<file path="config.mk">
export PLATFORM = sky130hd
export DESIGN_NAME = pipe_control
export DESIGN_NICKNAME = d
export VERILOG_FILES = /design/src/rtl/pipe_control.sv
export SDC_FILE = /design/constraint.sdc
export NUM_CORES = 1
export LEC_CHECK = 0
export ABC_AREA = 0
export BUFFER_PORTS_ARGS = -buffer_cell sky130_fd_sc_hd__buf_2
export CORE_ASPECT_RATIO = 1.5
export CORE_MARGIN = 5
export CORE_UTILIZATION = 50
export CTS_BUF_LIST = sky130_fd_sc_hd__clkbuf_4 sky130_fd_sc_hd__clkbuf_8
export CTS_CLUSTER_SIZE = 16
export DETAILED_ROUTE_END_ITERATION = 6
export PLACE_DENSITY = 0.75
export RECOVER_POWER = 100
export SKIP_CTS_REPAIR_TIMING = 1
export SKIP_LAST_GASP = 1
export SYNTH_ARGS = -nofsm -noshare
export SYNTH_HDL_FRONTEND = slang
export SYNTH_SLANG_ARGS = --single-unit
</file>
<file path="constraint.sdc">
create_clock -name clk -period 3.9 [get_ports clk]
set_clock_uncertainty 0.2 [all_clocks]
set_input_delay 0 -clock clk [delete_from_list [all_inputs] [get_ports clk]]
set_output_delay 0 -clock clk [all_outputs]
set_load 0.005 [all_outputs]
</file>
<file path="src/rtl/pipe_control.sv">
// Pipeline control: RV32I opcode decode in ID, control bits carried through EX/MEM/WB,
// load-use bubbles, external stall, branch flush, illegal flag and a saturating stall counter.
// Ports: clk, rst_n, in_valid, opcode, rd/rs1/rs2, stall_ext, flush -> in_ready, hazard_stall,
// ex_* (EX controls), mem_read/mem_write, wb_* (write-back), illegal, stall_cnt.
module pipe_control #(
  parameter int REG_ADDR_W = 5,
  parameter int CNT_W      = 16,
  parameter int HAZARD_EN  = 1
) (
  input  logic                  clk,
  input  logic                  rst_n,
  input  logic                  in_valid,
  input  logic [6:0]            opcode,
  input  logic [REG_ADDR_W-1:0] rd,
  input  logic [REG_ADDR_W-1:0] rs1,
  input  logic [REG_ADDR_W-1:0] rs2,
  input  logic                  stall_ext,
  input  logic                  flush,
  output logic                  in_ready,
  output logic                  hazard_stall,
  output logic                  ex_valid,
  output logic                  ex_alu_src,
  output logic [1:0]            ex_alu_op,
  output logic                  ex_branch,
  output logic [1:0]            ex_jump,
  output logic                  mem_read,
  output logic                  mem_write,
  output logic                  wb_reg_write,
  output logic [1:0]            wb_mem_to_reg,
  output logic [REG_ADDR_W-1:0] wb_rd,
  output logic                  illegal,
  output logic [CNT_W-1:0]      stall_cnt
);

  localparam logic [6:0] OP_R     = 7'b0110011;
  localparam logic [6:0] OP_I     = 7'b0010011;
  localparam logic [6:0] OP_L     = 7'b0000011;
  localparam logic [6:0] OP_S     = 7'b0100011;
  localparam logic [6:0] OP_B     = 7'b1100011;
  localparam logic [6:0] OP_JAL   = 7'b1101111;
  localparam logic [6:0] OP_JALR  = 7'b1100111;
  localparam logic [6:0] OP_LUI   = 7'b0110111;
  localparam logic [6:0] OP_AUIPC = 7'b0010111;

  typedef struct packed {
    logic       alu_src;
    logic [1:0] alu_op;
    logic       branch;
    logic [1:0] jump;
    logic       mem_read;
    logic       mem_write;
    logic       reg_write;
    logic [1:0] m2r;
  } ctrl_t;

  ctrl_t dec;
  logic  dec_ill;
  logic  uses_rs1;
  logic  uses_rs2;

  always_comb begin
    dec      = '0;
    dec_ill  = 1'b0;
    uses_rs1 = 1'b1;
    uses_rs2 = 1'b0;
    case (opcode)
      OP_R: begin
        dec.alu_op    = 2'b10;
        dec.reg_write = 1'b1;
        uses_rs2      = 1'b1;
      end
      OP_I: begin
        dec.alu_src   = 1'b1;
        dec.alu_op    = 2'b11;
        dec.reg_write = 1'b1;
      end
      OP_L: begin
        dec.alu_src   = 1'b1;
        dec.mem_read  = 1'b1;
        dec.reg_write = 1'b1;
        dec.m2r       = 2'b01;
      end
      OP_S: begin
        dec.alu_src   = 1'b1;
        dec.mem_write = 1'b1;
        uses_rs2      = 1'b1;
      end
      OP_B: begin
        dec.alu_op = 2'b01;
        dec.branch = 1'b1;
        uses_rs2   = 1'b1;
      end
      OP_JAL: begin
        dec.jump      = 2'b01;
        dec.reg_write = 1'b1;
        dec.m2r       = 2'b10;
        uses_rs1      = 1'b0;
      end
      OP_JALR: begin
        dec.alu_src   = 1'b1;
        dec.jump      = 2'b10;
        dec.reg_write = 1'b1;
        dec.m2r       = 2'b10;
      end
      OP_LUI: begin
        dec.reg_write = 1'b1;
        dec.m2r       = 2'b11;
        uses_rs1      = 1'b0;
      end
      OP_AUIPC: begin
        dec.alu_src   = 1'b1;
        dec.reg_write = 1'b1;
        uses_rs1      = 1'b0;
      end
      default: dec_ill = 1'b1;
    endcase
  end

  ctrl_t                 ex_c;
  logic [REG_ADDR_W-1:0] ex_rd;
  logic                  mem_valid;
  logic                  mem_rd_q;
  logic                  mem_wr_q;
  logic                  mem_rw_q;
  logic [1:0]            mem_m2r_q;
  logic [REG_ADDR_W-1:0] mem_rd_addr;
  logic                  wb_valid;
  logic                  wb_rw_q;
  logic [1:0]            wb_m2r_q;
  logic [REG_ADDR_W-1:0] wb_rd_q;
  logic                  illegal_q;

  logic haz_raw;
  logic take;

  // rs2 only matters for formats that actually read it
  assign haz_raw = in_valid & ex_valid & ex_c.mem_read &
                   (ex_rd != '0) &
                   (((ex_rd == rs1) & uses_rs1) |
                    ((ex_rd == rs2) & uses_rs2));

  // a stall or flush this cycle overrides the load-use bubble
  assign hazard_stall = (HAZARD_EN != 0) & haz_raw &
                        ~stall_ext & ~flush;

  assign in_ready = rst_n &
                    (stall_ext ? flush : ~hazard_stall);

  assign take = ~stall_ext & ~flush &
                ~hazard_stall & in_valid;

  always_ff @(posedge clk or negedge rst_n) begin
    if (!rst_n) begin
      ex_valid    <= 1'b0;
      ex_c        <= '0;
      ex_rd       <= '0;
      mem_valid   <= 1'b0;
      mem_rd_q    <= 1'b0;
      mem_wr_q    <= 1'b0;
      mem_rw_q    <= 1'b0;
      mem_m2r_q   <= '0;
      mem_rd_addr <= '0;
      wb_valid    <= 1'b0;
      wb_rw_q     <= 1'b0;
      wb_m2r_q    <= '0;
      wb_rd_q     <= '0;
      illegal_q   <= 1'b0;
      stall_cnt   <= '0;
    end else begin
      illegal_q <= 1'b0;
      if (!stall_ext) begin
        wb_valid    <= mem_valid;
        wb_rw_q     <= mem_rw_q;
        wb_m2r_q    <= mem_m2r_q;
        wb_rd_q     <= mem_rd_addr;
        mem_valid   <= ex_valid;
        mem_rd_q    <= ex_c.mem_read;
        mem_wr_q    <= ex_c.mem_write;
        mem_rw_q    <= ex_c.reg_write;
        mem_m2r_q   <= ex_c.m2r;
        mem_rd_addr <= ex_rd;
        if (take) begin
          ex_valid  <= 1'b1;
          ex_c      <= dec;
          ex_rd     <= dec_ill ? '0 : rd;
          illegal_q <= dec_ill;
        end else begin
          ex_valid <= 1'b0;
          ex_c     <= '0;
          ex_rd    <= '0;
        end
      end
      if ((hazard_stall | stall_ext) &&
          (stall_cnt != {CNT_W{1'b1}}))
        stall_cnt <= stall_cnt + 1'b1;
    end
  end

  assign ex_alu_src    = ex_valid & ex_c.alu_src;
  assign ex_alu_op     = {2{ex_valid}} & ex_c.alu_op;
  assign ex_branch     = ex_valid & ex_c.branch;
  assign ex_jump       = {2{ex_valid}} & ex_c.jump;
  assign mem_read      = mem_valid & mem_rd_q;
  assign mem_write     = mem_valid & mem_wr_q;
  assign wb_reg_write  = wb_valid & wb_rw_q & (wb_rd_q != '0);
  assign wb_mem_to_reg = {2{wb_valid}} & wb_m2r_q;
  assign wb_rd         = {REG_ADDR_W{wb_valid}} & wb_rd_q;
  assign illegal       = illegal_q;

endmodule

</file>
==> metrics.log, run 1 <==
[metrics] status: finished, violations left
[metrics] violated checks: hold timing
[metrics] final max-slew violation count: 0
[metrics] number of hold violations in the final report: 2
[metrics] static leakage power: 1.574 nW
[metrics] met3 wire len: 289 microns
[metrics] startpoint-to-endpoint class of the critical path: input port to register
[metrics] setup repair after global routing missed its margin: false
[metrics] average size of a mapped cell: 11.24 sq um
[metrics] time the final worst path needs with I/O delays and setup: 3380 ps
[metrics] Diodes inserted: 0
[metrics] number of enable flip-flop cells after synthesis: 0
[metrics] Core Rows: 32
[metrics] nature of the critical path startpoint: input port
[metrics] class of the most critical hold timing path: input port to register
[metrics] vias per cell: 5.375
[metrics] Sequential cell area: 0.001351 sq mm
[metrics] core region area: 0.005205 sq mm
[metrics] CP Data Required Time: 3890 ps
[metrics] count of warnings emitted by yosys: 0
[metrics] asr flop ratio synth: 1.000
[metrics] syn nets: 268
[metrics] Placement Setup Slack: 1296 ps
[metrics] top sig layer: met4
[metrics] post-detail-place hpwl: 4.166 mm
[metrics] remaining design rule violation count: 0
[metrics] biggest fanout along the worst timing path: 18
[metrics] width of the die: 69.98 microns
[metrics] setup ws final: 519.6 ps
[metrics] number of max-capacitance violations reported: 0
[metrics] worst skew pair latency: 310 ps
[metrics] data arrival at the endpoint of the critical path: 3370 ps
[metrics] drt wl/cell: 15.51 microns
[metrics] overall routed net length: 5.910 mm
[metrics] met1 layer wirelength in the final routing: 2.614 mm
[metrics] antenna-violating nets left: 0
[metrics] leading post-synthesis cells by instance count: dfrtp_1, mux2_2, xnor2_1
[metrics] Routability Congestion: 0.8650
[metrics] share of layout cells above drive strength 1: 0.2460
[metrics] quantity of I/O buffers inserted on ports: 62
[metrics] post-synthesis instance area: 0.002698 sq mm
[metrics] Synth cell types: 45
[metrics] Die Y: 99.96 microns
[metrics] number of antenna violations at the first check in global routing: 0
[metrics] worst slew pin tran: 1333 ps
[metrics] GR Overflow Total: 0
[metrics] fraction of the yosys area taken by sequential cells: 0.5009
[metrics] pin count of the biggest net entering global routing: 56
[metrics] global-route wire length before repair: 9.756 mm
[metrics] clock sink count: 54
[metrics] floorplan die area: 0.006995 sq mm
[metrics] final layout net count: 340
[metrics] CTS H-tree depth: 2
[metrics] Area contributors post-synth: dfrtp_1, mux2_2, xnor2_1
[metrics] number of vias after detailed routing: 2048
[metrics] #FFs+latches synth: 54
[metrics] Max-Slew Margin vs Limit: 0.1116
[metrics] area of the multi-input gates: 0.001234 sq mm
[metrics] achievable clock frequency: 0.2958 GHz
[metrics] met2 wirelength from detailed routing: 2.897 mm
[metrics] maximum resistive drop on vdd: 0.1560 mV
[metrics] clock tree from TritonCTS: yes
[metrics] final hold slack: -40.08 ps
[metrics] Total Routing Usage GR: 0.1714
[metrics] Filler cells: 456
[metrics] predominant post-synthesis flop cell: dfrtp_1
[metrics] maximum buffer depth of the clock tree: 2
[metrics] DRT Pass-1 Iters: 4
[metrics] Reg clk slew, reported paths: 90 ps
[metrics] boundary pin count: 63
[metrics] total CTS buffers: 5
[metrics] count leader, synth: dfrtp_1
[metrics] number of setup violations in the final report: 0
[metrics] instance count of the mapped netlist: 240
[metrics] synthesis-to-layout area growth: 20.50%
[metrics] part of the cycle the worst path needs: 0.8668
[metrics] number of violations reported at the end of detailed-routing iteration 0: 85
[metrics] initial cell density of the core: 0.5183
[metrics] Power per Cell Area: 372.3 mW/mm^2
[metrics] vias in the first global route: 2031
[metrics] Total Negative Setup Slacks: 0 ps
[metrics] Util after Layout: 0.6245
[metrics] CTS Root Buffer Type: clkbuf_8
[metrics] sort of element at the end of the critical path: register
[metrics] post-synth top area share: 0.5009
[metrics] largest area contributor in the synthesized netlist: dfrtp_1
critical path, stage by stage:
cell and delay (ps):
dlygate4sd3_1 530, buf_2 190, nor3_1 620, nand4_1 240, a2111oi_4 380, buf_4 280, or2_0 410, o31ai_1 130
dlygate4sd3_1 570
cell type report:
cell class              instances  area share
multi-input cells             167      0.3795
well taps                      68     0.02617
flip-flops and latches         54      0.4157
repair buffers                 80      0.1405
clock buffers                   5     0.02117
clock inverters                 3     0.01232
inverters                       4    0.004619
worst paths after layout:
path,cells after the start,slack [ps],startpoint,end
setup / recovery,9,520,opcode[2],ex_c[0]
hold reg to reg,2,290,ex_c[5],ex_c[5]
hold / removal,4,-40,opcode[4],ex_c[4]
min in group asynchronous,3,400,rst_n,mem_m2r_q[0]
max in group asynchronous,3,2300,rst_n,ex_c[10]
setup reg to reg,8,620,ex_rd[0],ex_c[0]
state kept, by name, summed over array words and instances (netlist names):
register     count
mem_wr_q         1
wb_m2r_q         2
mem_m2r_q        2
ex_rd            5
mem_valid        1
wb_rw_q          1
wb_valid         1
ex_valid         1
mem_rd_addr      5
stall_cnt       16
ex_c            11
mem_rd_q         1
mem_rw_q         1
wb_rd_q          5
illegal          1
layout by cell type (no fill, tap or decap), types with 5 or more instances in the layout:
master	count
buf_2	43
o211ai_1	7
clkbuf_8	5
nand2_1	16
clkbuf_1	19
a22o_1	7
and2_0	5
mux2_2	21
o21ai_0	9
dfrtp_1	54
nand3_1	6
o2111ai_1	8
nor2_1	12
xor2_1	7
and3_1	8
xnor2_1	17
dlygate4sd3_1	15
and2_1	11
power by group:
| part | total (mW) | internal (mW) | switching, mW |
|---|---|---|---|
| sequential | 0.649 | 0.601 | 0.0480 |
| combinational | 0.191 | 0.0935 | 0.0977 |
| clock | 0.370 | 0.189 | 0.181 |
| total | 1.21 | 0.884 | 0.327 |
per-stage QoR:
stage               area, sq um  hold slack, ps  total power [mW]  cells
floorplan                  2698          -495.6            0.7592    240
global placement           3039          -33.30            0.8458    358
detailed placement         3039          -27.09            0.8549    358
CTS                        3148          -363.3             1.223    366
global route               3251           8.524             1.269    381
finish                     3251          -40.08             1.210    381
metal layers:
layer	vias up	track usage
li1	1003	-
met1	966	0.2202
met2	71	0.2826
met3	8	0.03507
met4	0	0.07080
met5	-	0
cell families (layout without fill, tap and decap cells):
kind of cell	Yosys count	count (layout)	synth area share
multiplexers	23	23	0.09694
flip-flops	54	54	0.5009
AND/OR/NAND/NOR	74	74	0.1447
adder cells (fa/ha/maj)	1	1	0.004637
XOR/XNOR	24	24	0.07792
AO/OA/AOI/OAI	45	45	0.1364
buffers and inverters	19	92	0.03849
Note: power is estimated with default switching activity, not from simulation.
==> run 2: changes to the inputs <==
--- a/config.mk
+++ b/config.mk
@@ -6,7 +6,7 @@
 export NUM_CORES = 1
 export LEC_CHECK = 0
 export ABC_AREA = 0
-export BUFFER_PORTS_ARGS = -buffer_cell sky130_fd_sc_hd__buf_2
+export BUFFER_PORTS_ARGS = -buffer_cell sky130_fd_sc_hd__buf_4
 export CORE_ASPECT_RATIO = 1.5
 export CORE_MARGIN = 5
 export CORE_UTILIZATION = 50
==> metrics.log, run 2 (synthesis results as in run 1) <==
[metrics] status: completed
[metrics] area of the multi-input gates: 0.001220 sq mm
[metrics] most used cells in the layout excluding fill and tap cells: dfrtp_1, buf_4, clkbuf_4
[metrics] number of vias after detailed routing: 2070
[metrics] final layout net count: 339
[metrics] pin count of the biggest net entering global routing: 56
[metrics] number of setup violations in the final report: 0
[metrics] floorplan die area: 0.006995 sq mm
[metrics] achievable clock frequency: 0.3153 GHz
[metrics] global-route wire length before repair: 9.473 mm
[metrics] antenna-violating nets left: 0
[metrics] worst slew pin tran: 795.4 ps
[metrics] number of flip-flops under the largest register name: 16
[metrics] most used routing layer: met2
[metrics] Diodes inserted: 0
[metrics] CTS Root Buffer Type: clkbuf_8
[metrics] vias in the first global route: 1957
[metrics] Core Rows: 32
[metrics] post-detail-place hpwl: 4.222 mm
[metrics] Reg clk slew, reported paths: 90 ps
[metrics] number of max-capacitance violations reported: 0
[metrics] quantity of I/O buffers inserted on ports: 62
[metrics] final max-slew violation count: 0
[metrics] worst skew pair latency: 300 ps
[metrics] Total Routing Usage GR: 0.1709
[metrics] R2R Path Start: ex_rd[0]
[metrics] CP Data Required Time: 3890 ps
[metrics] vias per cell: 5.462
[metrics] CTS H-tree depth: 2
[metrics] leading cell type in the layout, fill and taps excluded: dfrtp_1
[metrics] Die Y: 99.96 microns
[metrics] launch instance of the worst min-delay path: opcode[4]
[metrics] drt wl/cell: 15.87 microns
[metrics] boundary pin count: 63
[metrics] Sequential cell area: 0.001351 sq mm
[metrics] Filler cells: 448
[metrics] number of violations reported at the end of detailed-routing iteration 0: 123
[metrics] met1 capacity usage during global routing: 0.2190
[metrics] total CTS buffers: 5
[metrics] time the final worst path needs with I/O delays and setup: 3172 ps
[metrics] nature of the critical path startpoint: input port
[metrics] Routability Congestion: 0.8913
[metrics] clock tree from TritonCTS: yes
[metrics] class of the most critical hold timing path: input port to register
[metrics] number of hold violations in the final report: 0
[metrics] Total Power Consumption: 1.166 mW
[metrics] clock sink count: 54
[metrics] core region area: 0.005205 sq mm
[metrics] launching instance or port of the critical path: opcode[0]
[metrics] width of the die: 69.98 microns
[metrics] startpoint-to-endpoint class of the critical path: input port to register
[metrics] data arrival at the endpoint of the critical path: 3160 ps
[metrics] Util after Layout: 0.6502
[metrics] DRT Pass-1 Iters: 4
[metrics] GR Util met2: 0.2797
[metrics] share of layout cells above drive strength 1: 0.2990
[metrics] maximum resistive drop on vdd: 0.1578 mV
[metrics] Total Negative Setup Slacks: 0 ps
[metrics] remaining design rule violation count: 0
[metrics] biggest fanout along the worst timing path: 20
[metrics] Max-Slew Margin vs Limit: 0.4657
[metrics] static leakage power: 1.631 nW
[metrics] sort of element at the end of the critical path: register
[metrics] largest registers: stall_cnt: 16 flops, ex_c: 11 flops
[metrics] synthesis-to-layout area growth: 25.46%
[metrics] GR Overflow Total: 0
[metrics] overall routed net length: 6.015 mm
[metrics] number of antenna violations at the first check in global routing: 0
[metrics] M3 GR Usage: 0.03808
[metrics] maximum buffer depth of the clock tree: 2
[metrics] initial cell density of the core: 0.5183
[metrics] part of the cycle the worst path needs: 0.8133
[metrics] setup repair after global routing missed its margin: false
[metrics] Power per Cell Area: 344.4 mW/mm^2
[metrics] register containing the most flip-flops in the final layout: stall_cnt
## run 2: cell types whose count changed in the layout (fill, tap and decap cells not counted), sizes merged
cell         change
clkbuf           +9
buf              -9
clkinv           -2
dlygate4sd3      +1
bufinv           -1
## run 2: where the power goes
part	leakage (nW)	internal (mW)	switching (mW)	total (mW)
clock	0.0452	0.138	0.164	0.302
combinational	0.847	0.120	0.0952	0.216
sequential	0.739	0.601	0.0472	0.648
total	1.63	0.859	0.306	1.17
## run 2: final timing paths
path	to	slack [ps]	cells past startpoint
max	ex_c[0]	730	10
min reg2reg	stall_cnt[6]	290	1
min in group asynchronous	mem_wr_q	80	2
min	ex_c[10]	3	4
max reg2reg	ex_c[0]	870	8
max in group asynchronous	stall_cnt[3]	2960	2
## run 2: worst max-delay path: stages
cell	delay [ps]
dlygate4sd3_1	530
clkbuf_4	130
nand2_1	120
nor3_1	640
nand4_1	160
a2111oi_0	400
buf_4	300
or2_2	230
o31ai_1	90
dlygate4sd3_1	550
## run 2: final cells by class
class / instances / share of cell area
clock buffer: 7 / 0.02477
multi-input combinational: 167 / 0.3604
sequential: 54 / 0.3993
inverter: 4 / 0.004436
tap: 68 / 0.02514
timing repair buffer: 79 / 0.1860
## run 2: per-stage QoR
| step | hold WS [ps] | area (sq um) | instances | setup slack [ps] |
|---|---|---|---|---|
| 6_report | 2.619 | 3385 | 379 | 728.3 |
| 2_1_floorplan | -495.6 | 2698 | 240 | 1638 |
| 4_1_cts | -442.4 | 3263 | 363 | 1274 |
| 5_1_grt | 20.67 | 3385 | 379 | 511.5 |
| 3_3_place_gp | -113.8 | 3179 | 356 | 1366 |
| 3_5_place_dp | -109.6 | 3179 | 356 | 1289 |
## run 2: metal layers
| layer | up-vias | wire [microns] |
|---|---|---|
| met2 | 62 | 3029 |
| li1 | 1003 | - |
| met1 | 996 | 2565 |
| met5 | - | 0 |
| met3 | 9 | 316 |
| met4 | 0 | 104 |
==> run 3: changes to the inputs <==
--- a/config.mk
+++ b/config.mk
@@ -5,7 +5,7 @@
 export SDC_FILE = /design/constraint.sdc
 export NUM_CORES = 1
 export LEC_CHECK = 0
-export ABC_AREA = 0
+export ABC_AREA = 1
 export BUFFER_PORTS_ARGS = -buffer_cell sky130_fd_sc_hd__buf_4
 export CORE_ASPECT_RATIO = 1.5
 export CORE_MARGIN = 5
@@ -13,7 +13,7 @@
 export CTS_BUF_LIST = sky130_fd_sc_hd__clkbuf_4 sky130_fd_sc_hd__clkbuf_8
 export CTS_CLUSTER_SIZE = 16
 export DETAILED_ROUTE_END_ITERATION = 6
-export PLACE_DENSITY = 0.75
+export PLACE_DENSITY = 0.74
 export RECOVER_POWER = 100
 export SKIP_CTS_REPAIR_TIMING = 1
 export SKIP_LAST_GASP = 1
==> constraint.sdc (replaced) <==
create_clock -name clk -period 3.25 [get_ports clk]
set_clock_uncertainty 0.2 [all_clocks]
set_input_delay 0 -clock clk [delete_from_list [all_inputs] [get_ports clk]]
set_output_delay 0 -clock clk [all_outputs]
set_load 0.005 [all_outputs]
==> metrics.log, run 3 <==
[metrics] total CTS buffers: 5
[metrics] overall routed net length: 6.836 mm
[metrics] Diodes inserted: 0
[metrics] Power per Cell Area: 360.0 mW/mm^2
[metrics] Total Routing Usage GR: 0.1800
[metrics] Internal Pwr Total: 0.9814 mW
[metrics] share of layout cells above drive strength 1: 0.1590
[metrics] met2 wirelength from detailed routing: 3.694 mm
[metrics] Sequential cell area: 0.001351 sq mm
[metrics] syn nets: 423
[metrics] quantity of I/O buffers inserted on ports: 62
[metrics] leading cell type in the layout, fill and taps excluded: nand2_1
[metrics] number of violations reported at the end of detailed-routing iteration 0: 147
[metrics] pin count of the biggest net entering global routing: 56
[metrics] Synth cell types: 28
[metrics] boundary pin count: 63
[metrics] final layout net count: 505
[metrics] floorplan die area: 0.007662 sq mm
[metrics] DRT Pass-1 Iters: 6
[metrics] number of enable flip-flop cells after synthesis: 0
[metrics] number of flip-flops under the largest register name: 16
[metrics] nature of the critical path startpoint: input port
[metrics] Total Negative Setup Slacks: 0 ps
[metrics] achievable clock frequency: 0.3225 GHz
[metrics] number of setup violations in the final report: 0
[metrics] width of the die: 73.16 microns
[metrics] violated checks: hold timing
[metrics] Placement Setup Slack: 1214 ps
[metrics] final hold slack: -36.36 ps
[metrics] Register-to-Register Setup Slack: 530 ps
[metrics] class of the most critical hold timing path: input port to register
[metrics] synthesis-to-layout area growth: 26.01%
[metrics] met3 wire len: 297 microns
[metrics] CTS Root Buffer Type: clkbuf_8
[metrics] startpoint-to-endpoint class of the critical path: input port to register
[metrics] setup repair after global routing missed its margin: false
[metrics] instance count of the mapped netlist: 395
[metrics] predominant post-synthesis flop cell: dfrtp_1
[metrics] post-synth top area share: 0.4517
[metrics] number of hold violations in the final report: 4
[metrics] Min-Delay Endpoint: ex_c[0]
[metrics] share of power burned in combinational logic: 0.158
[metrics] clock sink count: 54
[metrics] net switching fraction of the power: 0.2769
[metrics] core region area: 0.005828 sq mm
[metrics] register containing the most flip-flops in the final layout: stall_cnt
[metrics] asr flop ratio synth: 1.000
[metrics] maximum resistive drop on vdd: 0.2462 mV
[metrics] Area contributors post-synth: dfrtp_1, nand2_1, inv_1
[metrics] fraction of the yosys area taken by sequential cells: 0.4517
[metrics] remaining design rule violation count: 0
[metrics] leading post-synthesis cells by instance count: nand2_1, dfrtp_1, inv_1
[metrics] static leakage power: 2.136 nW
[metrics] vias per cell: 5.080
[metrics] status: finished, violations left
[metrics] post-detail-place hpwl: 4.775 mm
[metrics] destination of the worst register-to-register timing path: ex_rd[4]
[metrics] Reg clk slew, reported paths: 100 ps
[metrics] GR Overflow Total: 0
[metrics] CTS H-tree depth: 2
[metrics] largest area contributor in the synthesized netlist: dfrtp_1
[metrics] maximum buffer depth of the clock tree: 2
[metrics] worst skew pair latency: 300 ps
[metrics] R2R Path Start: ex_rd[2]
[metrics] area post-placement: 0.003486 sq mm
[metrics] worst slew pin tran: 1329 ps
[metrics] final instance area: 0.003770 sq mm
[metrics] Filler cells: 520
[metrics] vias in the first global route: 2602
[metrics] most used cells in the layout excluding fill and tap cells: nand2_1, dfrtp_1, inv_1
[metrics] number of max-capacitance violations reported: 0
[metrics] count of warnings emitted by yosys: 0
[metrics] count leader, synth: nand2_1
[metrics] Max-Slew Margin vs Limit: 0.1143
[metrics] antenna-violating nets left: 0
[metrics] final max-slew violation count: 0
[metrics] #FFs+latches synth: 54
[metrics] Net Switching: 0.3759 mW
[metrics] share of power burned in the clock network: 0.289
[metrics] Worst Reg-to-Reg Cells: 10
[metrics] launch instance of the worst min-delay path: opcode[3]
[metrics] part of the cycle the worst path needs: 0.9540
[metrics] drt wl/cell: 12.43 microns
[metrics] number of vias after detailed routing: 2794
[metrics] met1 layer wirelength in the final routing: 2.715 mm
[metrics] number of cells on the worst hold path: 6
[metrics] number of antenna violations at the first check in global routing: 0
[metrics] top sig layer: met4
[metrics] area of the multi-input gates: 0.001344 sq mm
[metrics] initial cell density of the core: 0.5133
[metrics] average size of a mapped cell: 7.574 sq um
[metrics] CP Data Required Time: 3240 ps
[metrics] clock tree from TritonCTS: yes
[metrics] time the final worst path needs with I/O delays and setup: 3101 ps
[metrics] biggest fanout along the worst timing path: 6
[metrics] setup ws final: 149.5 ps
[metrics] Reg power frac: 0.553
[metrics] data arrival at the endpoint of the critical path: 3090 ps
[metrics] largest registers: stall_cnt: 16 flops, ex_c: 11 flops
[metrics] post-synthesis instance area: 0.002992 sq mm
[metrics] sort of element at the end of the critical path: register
[metrics] Die Y: 104.7 microns
[metrics] global-route wire length before repair: 11.27 mm
[metrics] Core Rows: 34
[metrics] Routability Congestion: 0.9555
==> run 3: cell count changes after synthesis, sizes merged, moves of 8 or more <==
cell	before	now
and2	16	0
inv	4	51
mux2	22	0
nand2	16	143
nand3	6	31
nand4	2	19
nor2	12	31
o2111ai	8	0
o21ai	9	18
==> run 3: cells by family after synthesis <==
| kind of cell | synth area share |
|---|---|
| and+or+nand+nor | 0.3526 |
| xor gates and xnor gates | 0.06441 |
| DFF | 0.4517 |
| adders and majority gates | 0.004182 |
| buffers and inverters | 0.08824 |
| AOI/OAI and AO/OA | 0.03890 |
==> run 3: how the worst max path moves through the flow <==
stage          cells past startpoint         start             to  slack, ps
2_1_floorplan                      9  stall_cnt[0]   stall_cnt[7]       1350
3_3_place_gp                       9  stall_cnt[0]  stall_cnt[11]       1290
3_5_place_dp                       9  stall_cnt[0]   stall_cnt[5]       1210
4_1_cts                            9  stall_cnt[0]   stall_cnt[5]       1190
5_1_grt                           12     opcode[5]       ex_rd[0]         40
6_report                          12     opcode[5]       ex_rd[2]        150
==> run 3: critical path: stages <==
cell and delay, ps:
dlygate4sd3_1 530, clkbuf_1 160, nand2_2 160, nor2_4 50, nand2_1 130, inv_1 80, nor3_1 590, nor2_1 100
nand4_1 110, dlygate4sd3_1 560, nand2_1 50, dlygate4sd3_1 560
==> run 3: area by class of cell <==
class,instances,area share
timing repair buffer,88,0.1842
tap,72,0.02390
multi-input combinational,276,0.3565
clock buffer,6,0.02191
inverter,52,0.05178
sequential,54,0.3584
clock inverter,2,0.003319
==> run 3: per-layer routing <==
metal,up-vias,track usage
met1,1329,0.2069
li1,1394,-
met2,61,0.3220
met4,0,0.06992
met5,-,0
met3,10,0.02978
==> run 3: per-stage QoR <==
step / util / total power, mW / std cells
2_1_floorplan: - / 0.8672 / 395
3_3_place_gp: 0.5981 / 0.9694 / 517
3_5_place_dp: 0.5981 / 0.9789 / 517
4_1_cts: 0.6144 / 1.367 / 525
5_1_grt: 0.6468 / 1.421 / 550
6_report: 0.6468 / 1.357 / 550
==> run 3: power by group through the flow <==
| stage | sequential (mW) | combinational [mW] | clock (mW) |
|---|---|---|---|
| 2_1_floorplan | 0.756 | 0.111 | 0 |
| 3_3_place_gp | 0.763 | 0.207 | 0 |
| 3_5_place_dp | 0.765 | 0.214 | 0 |
| 4_1_cts | 0.751 | 0.214 | 0.401 |
| 5_1_grt | 0.758 | 0.241 | 0.423 |
| 6_report | 0.751 | 0.214 | 0.392 |
